--- src/rtl/gen_sample_fifo.sv ---
// gen_sample_fifo: synchronous FIFO buffering signed generator samples for a consumer.
// Ports: clk, rst (async active-high); wr_en_i/data_i push a sample; rd_en_i pops one
// into the registered data_o, flagged by rd_valid_o the following cycle; clr_err_i clears
// the sticky overflow_o/underflow_o flags; full_o, empty_o, count_o report occupancy.
// Optional macro GEN_FIFO_WATERMARK_EN adds almost_full_o and almost_empty_o.
module gen_sample_fifo #(
  parameter int DATA_WIDTH = 32,
  parameter int ADDR_WIDTH = 4,
  parameter int AF_LEVEL = 12,
  parameter int AE_LEVEL = 2
) (
  input  logic                  clk,
  input  logic                  rst,
  input  logic                  wr_en_i,
  input  logic [DATA_WIDTH-1:0] data_i,
  input  logic                  rd_en_i,
  input  logic                  clr_err_i,
  output logic [DATA_WIDTH-1:0] data_o,
  output logic                  rd_valid_o,
  output logic                  full_o,
  output logic                  empty_o,
  output logic [ADDR_WIDTH:0]   count_o,
  output logic                  overflow_o,
`ifdef GEN_FIFO_WATERMARK_EN
  output logic                  underflow_o,
  output logic                  almost_full_o,
  output logic                  almost_empty_o
`else
  output logic                  underflow_o
`endif
);
  localparam int DEPTH = 2 ** ADDR_WIDTH;
  localparam logic [ADDR_WIDTH:0] ONE = 1;
  logic [DATA_WIDTH-1:0] mem [DEPTH];
  logic [ADDR_WIDTH:0] wr_ptr, rd_ptr;
  logic rd_ok, wr_ok, ovf, unf;
  // Flags come straight from the registered pointers, so reset forces them immediately.
  assign empty_o = wr_ptr == rd_ptr;
  assign full_o = wr_ptr == {~rd_ptr[ADDR_WIDTH], rd_ptr[ADDR_WIDTH-1:0]};
  assign count_o = wr_ptr - rd_ptr;
  // A read frees a slot in the same cycle, so a full FIFO still accepts a write alongside it.
  assign rd_ok = rd_en_i & ~empty_o;
  assign wr_ok = wr_en_i & (~full_o | rd_ok);
  assign ovf = wr_en_i & ~wr_ok;
  assign unf = rd_en_i & empty_o;
`ifdef GEN_FIFO_WATERMARK_EN
  localparam logic [ADDR_WIDTH:0] AF = AF_LEVEL[ADDR_WIDTH:0];
  localparam logic [ADDR_WIDTH:0] AE = AE_LEVEL[ADDR_WIDTH:0];
  assign almost_full_o = count_o >= AF;
  assign almost_empty_o = count_o <= AE;
`endif
  always_ff @(posedge clk or posedge rst)
    if (rst) begin
      wr_ptr <= '0;
      rd_ptr <= '0;
      data_o <= '0;
      rd_valid_o <= 1'b0;
      overflow_o <= 1'b0;
      underflow_o <= 1'b0;
    end else begin
      if (wr_ok) wr_ptr <= wr_ptr + ONE;
      if (rd_ok) rd_ptr <= rd_ptr + ONE;
      if (rd_ok) data_o <= mem[rd_ptr[ADDR_WIDTH-1:0]];
      rd_valid_o <= rd_ok;
      overflow_o <= (overflow_o & ~clr_err_i) | ovf;
      underflow_o <= (underflow_o & ~clr_err_i) | unf;
    end
  // Storage is deliberately unreset; pointer reset makes old contents unreachable.
  always_ff @(posedge clk)
    if (wr_ok) mem[wr_ptr[ADDR_WIDTH-1:0]] <= data_i;
endmodule

--- config.mk ---
export PLATFORM = sky130hd
export DESIGN_NAME = gen_sample_fifo
export DESIGN_NICKNAME = d
export VERILOG_FILES = /design/src/rtl/gen_sample_fifo.sv
export SDC_FILE = /design/constraint.sdc
export NUM_CORES = 1
export LEC_CHECK = 0
export ABC_AREA = 0
export BUFFER_PORTS_ARGS = -buffer_cell sky130_fd_sc_hd__clkbuf_2
export CAP_MARGIN = 25
export CORE_UTILIZATION = 55
export DETAILED_ROUTE_END_ITERATION = 10
export PLACE_DENSITY = 0.75
export SLEW_MARGIN = 0
export SYNTH_ARGS = -nofsm -noshare
export SYNTH_HDL_FRONTEND = slang
export SYNTH_SLANG_ARGS = --single-unit
--- constraint.sdc ---
create_clock -name clk -period 4.59 [get_ports clk]
set_input_delay 0.6885 -clock clk [delete_from_list [all_inputs] [get_ports clk]]
set_output_delay 0.6885 -clock clk [all_outputs]
set_load 0.02 [all_outputs]
==> results.ini <==
[outcome]
status = complete, no violations

[power_and_ir_drop]
internal-power_w = 0.0106
p_leak_nw = 8.43
vdd_drop_max_mv = 0.478
p_sw_w = 0.00494
switching_share_pct = 31.8
power_frac_seq_pct = 42.0
power_density_nw_per_um2 = 636
p_comb_share_pct = 28.8
clkPwrFrac_pct = 29.2

[setup_path]
slowest_delay_ps = 660
crit_arrival_ps = 2710
crit_path_end_kind = primary output
worst_path_max_delay_cell = dfrtp_4
crit_path_cell_trace = ha_1, inv_1, fa_1, a21o_1, a21oi_1, xnor2_1, clkbuf_2
worstPathMaxFanout = 20
critPathLaunchType = flop
critPathKind = reg2out
crit_required_ps = 3900

[routing]
wire_per_inst_um = 24.8
ant_nets = 0
drtIter0Drc = 935
dr.pass1.iters = 5
routed_wl_um = 45000
remaining_drc_errors = 0
via_per_inst = 6.02
vias = 10942

[timing]
fin_crit_ps = 3400
finalHoldViolCount = 0
fmax_ghz = 0.294
slew_violations = 0
hold_slack_ps = 283
rsz0062_at_grt = no
worstMarginPinSlew_ps = 978
setup_viol = 0
slew_headroom_pct = 34.8
skew_ps = 21.1
finalCritPeriodShare_pct = 74.0
fin_tns_setup_ps = 0

[cts]
post_cts_buffers = 0
cts_tree = built
post_cts_resized = 0
clock_path_buffers = 3
cts_made_buffers = 54
hold_buffers = 0
cts.clk_slew.worst_paths_ps = 60
clkSinkCount = 557
cts-root-buf = clkbuf_16
h-tree-depth = 2
clock_latency_ps = 590

[yosys]
synth_area_leaders = edfxtp_1 71%, mux2i_1 8.9%, dfrtp_1 5.2%
synth_seq_cells = 557
synthArstFlopShare_pct = 8.08
synth_cell_types = 37
yosys_warnings = 0
synth_edf_count = 512
synth-seq-area-share_pct = 76.5
ys.flop_type = edfxtp_1
synth_nets = 1203
yosysMostFrequentCell = edfxtp_1
avgSynthCellArea_um2 = 18.7
netlist_top_cells_count = 512 x edfxtp_1, 192 x mux2i_1, 78 x nor2_1
syn_inst = 1156
synth_area_um2 = 21600
synth_top_cell_area_share_pct = 71.3
synth.largest_area_cell = edfxtp_1

[die]
core_area_um2 = 38600
start_util_pct = 55.8
die_w_um = 200
die_area_um2 = 40000
num_io_pins = 79
die_h_um = 200
rows = 72

[final_layout]
multi_input_area_um2 = 4680
fillCellCount = 2593
area_delta_synth_final_pct = 13.4
final_core_util_pct = 63.3
fin_area_um2 = 24500
drive_gt1_share_pct = 20.8
ff_latch_area_um2 = 16500
fin_cells = 1818
antenna_cells = 0
final_nets = 1301

[place]
portBuffers = 78
placed_cell_area_um2 = 22600
dp_cells = 1714
place.gp.congestion = 0.765
dpl.hpwl_um = 24700

[job]
drv_cap = 0

[global_routing]
grt_pass1_wl_um = 68000
grt_max_degree = 103
grt_pass1_vias = 11137
antenna_found_initial = 1
grt_use_total_pct = 23.4
grt-ovfl-total = 0

[min_path]
hp-class = in2async

worst max-delay path: cells and delay by family (launching register included):
family | cells | cell delay, ps
DFF | 1 | 660
adders and majority gates | 2 | 630
AOI/OAI and AO/OA | 2 | 410
buffers and inverters | 2 | 280
xor gates and xnor gates | 1 | 150
stage by stage:
step	setup WS, ps	total power, W
floorplan	103	0.00981
global placement	1400	0.0110
detailed placement	1320	0.0111
CTS	1180	0.0157
global route	1050	0.0162
finish	1190	0.0156
cells by family (layout without fill, tap and decap cells):
logic type / after synthesis / after routing / share of synthesized area, %
xor+xnor: 13 / 13 / 0.528
flops: 557 / 557 / 76.5
buf+inv: 79 / 223 / 2.34
compound gates: 170 / 170 / 5.73
fa+ha+maj: 10 / 10 / 0.615
simple gates: 103 / 103 / 2.00
mux: 224 / 224 / 12.3
state kept, by name, indices dropped and copies added, names as in the netlist:
signal	cells
wr_ptr	5
data_o	32
overflow_o	1
rd_valid_o	1
mem	512
underflow_o	1
rd_ptr	5
placed cells by master, fill, tap and decap left out, drive strengths merged:
master      n
o21a        1
o22ai      64
o21ai      34
mux2i     192
xnor2      11
nor3        5
nand4       5
fa          1
ha          9
a21o        2
xor2        2
a21oi       2
nor2       78
nand2b      2
a31oi      32
a22o        2
a221oi     32
edfxtp    512
inv        11
nor2b       1
clkbuf    152
nand3       1
clkinv     20
nand2       8
dfrtp      45
clkinvlp    1
buf        32
or3b        1
nand3b      2
o31a        1
bufinv      7
mux4       32
final timing paths:
| path | slack [ps] | endpoint | startpoint | cells after the start |
|---|---|---|---|---|
| worst min-delay path | 280 | overflow_o | rst | 3 |
| min in group clk | 390 | overflow_o | wr_en_i | 2 |
| worst min register to register | 510 | overflow_o | overflow_o | 1 |
| worst max-delay path | 1190 | count_o[4] | rd_ptr[0] | 7 |
| max in group asynchronous | 3730 | rd_ptr[2] | rst | 3 |
| worst max register to register | 1290 | mem[8][11] | wr_ptr[2] | 6 |
power by group through the flow:
stage          Clock [W]  Sequential (W)  Combinational, W
2_1_floorplan          0         0.00668           0.00313
3_3_place_gp           0         0.00661           0.00439
3_5_place_dp           0         0.00664           0.00449
4_1_cts          0.00459         0.00654           0.00452
5_1_grt          0.00480         0.00659           0.00481
6_report         0.00453         0.00653           0.00448
metal layers:
layer | global-route usage, % | wire length [µm] | vias up | part of all wire, %
met5 | 0 | 13 | - | 0.029
met4 | 7.41 | 983 | 2 | 2.2
met3 | 3.29 | 2310 | 76 | 5.1
met2 | 39.9 | 22900 | 336 | 51
met1 | 31.3 | 18800 | 5681 | 42
li1 | - | - | 4847 | -
cell type report:
type | count | share of cell area [%]
Clock buffer | 74 | 6.21
Clock inverter | 28 | 1.36
Inverter | 11 | 0.169
Multi-Input combinational cell | 520 | 19.1
Sequential cell | 557 | 67.5
Tap cell | 518 | 2.65
Timing Repair Buffer | 110 | 2.95
No activity file was read; power rests on OpenSTA's default activity.
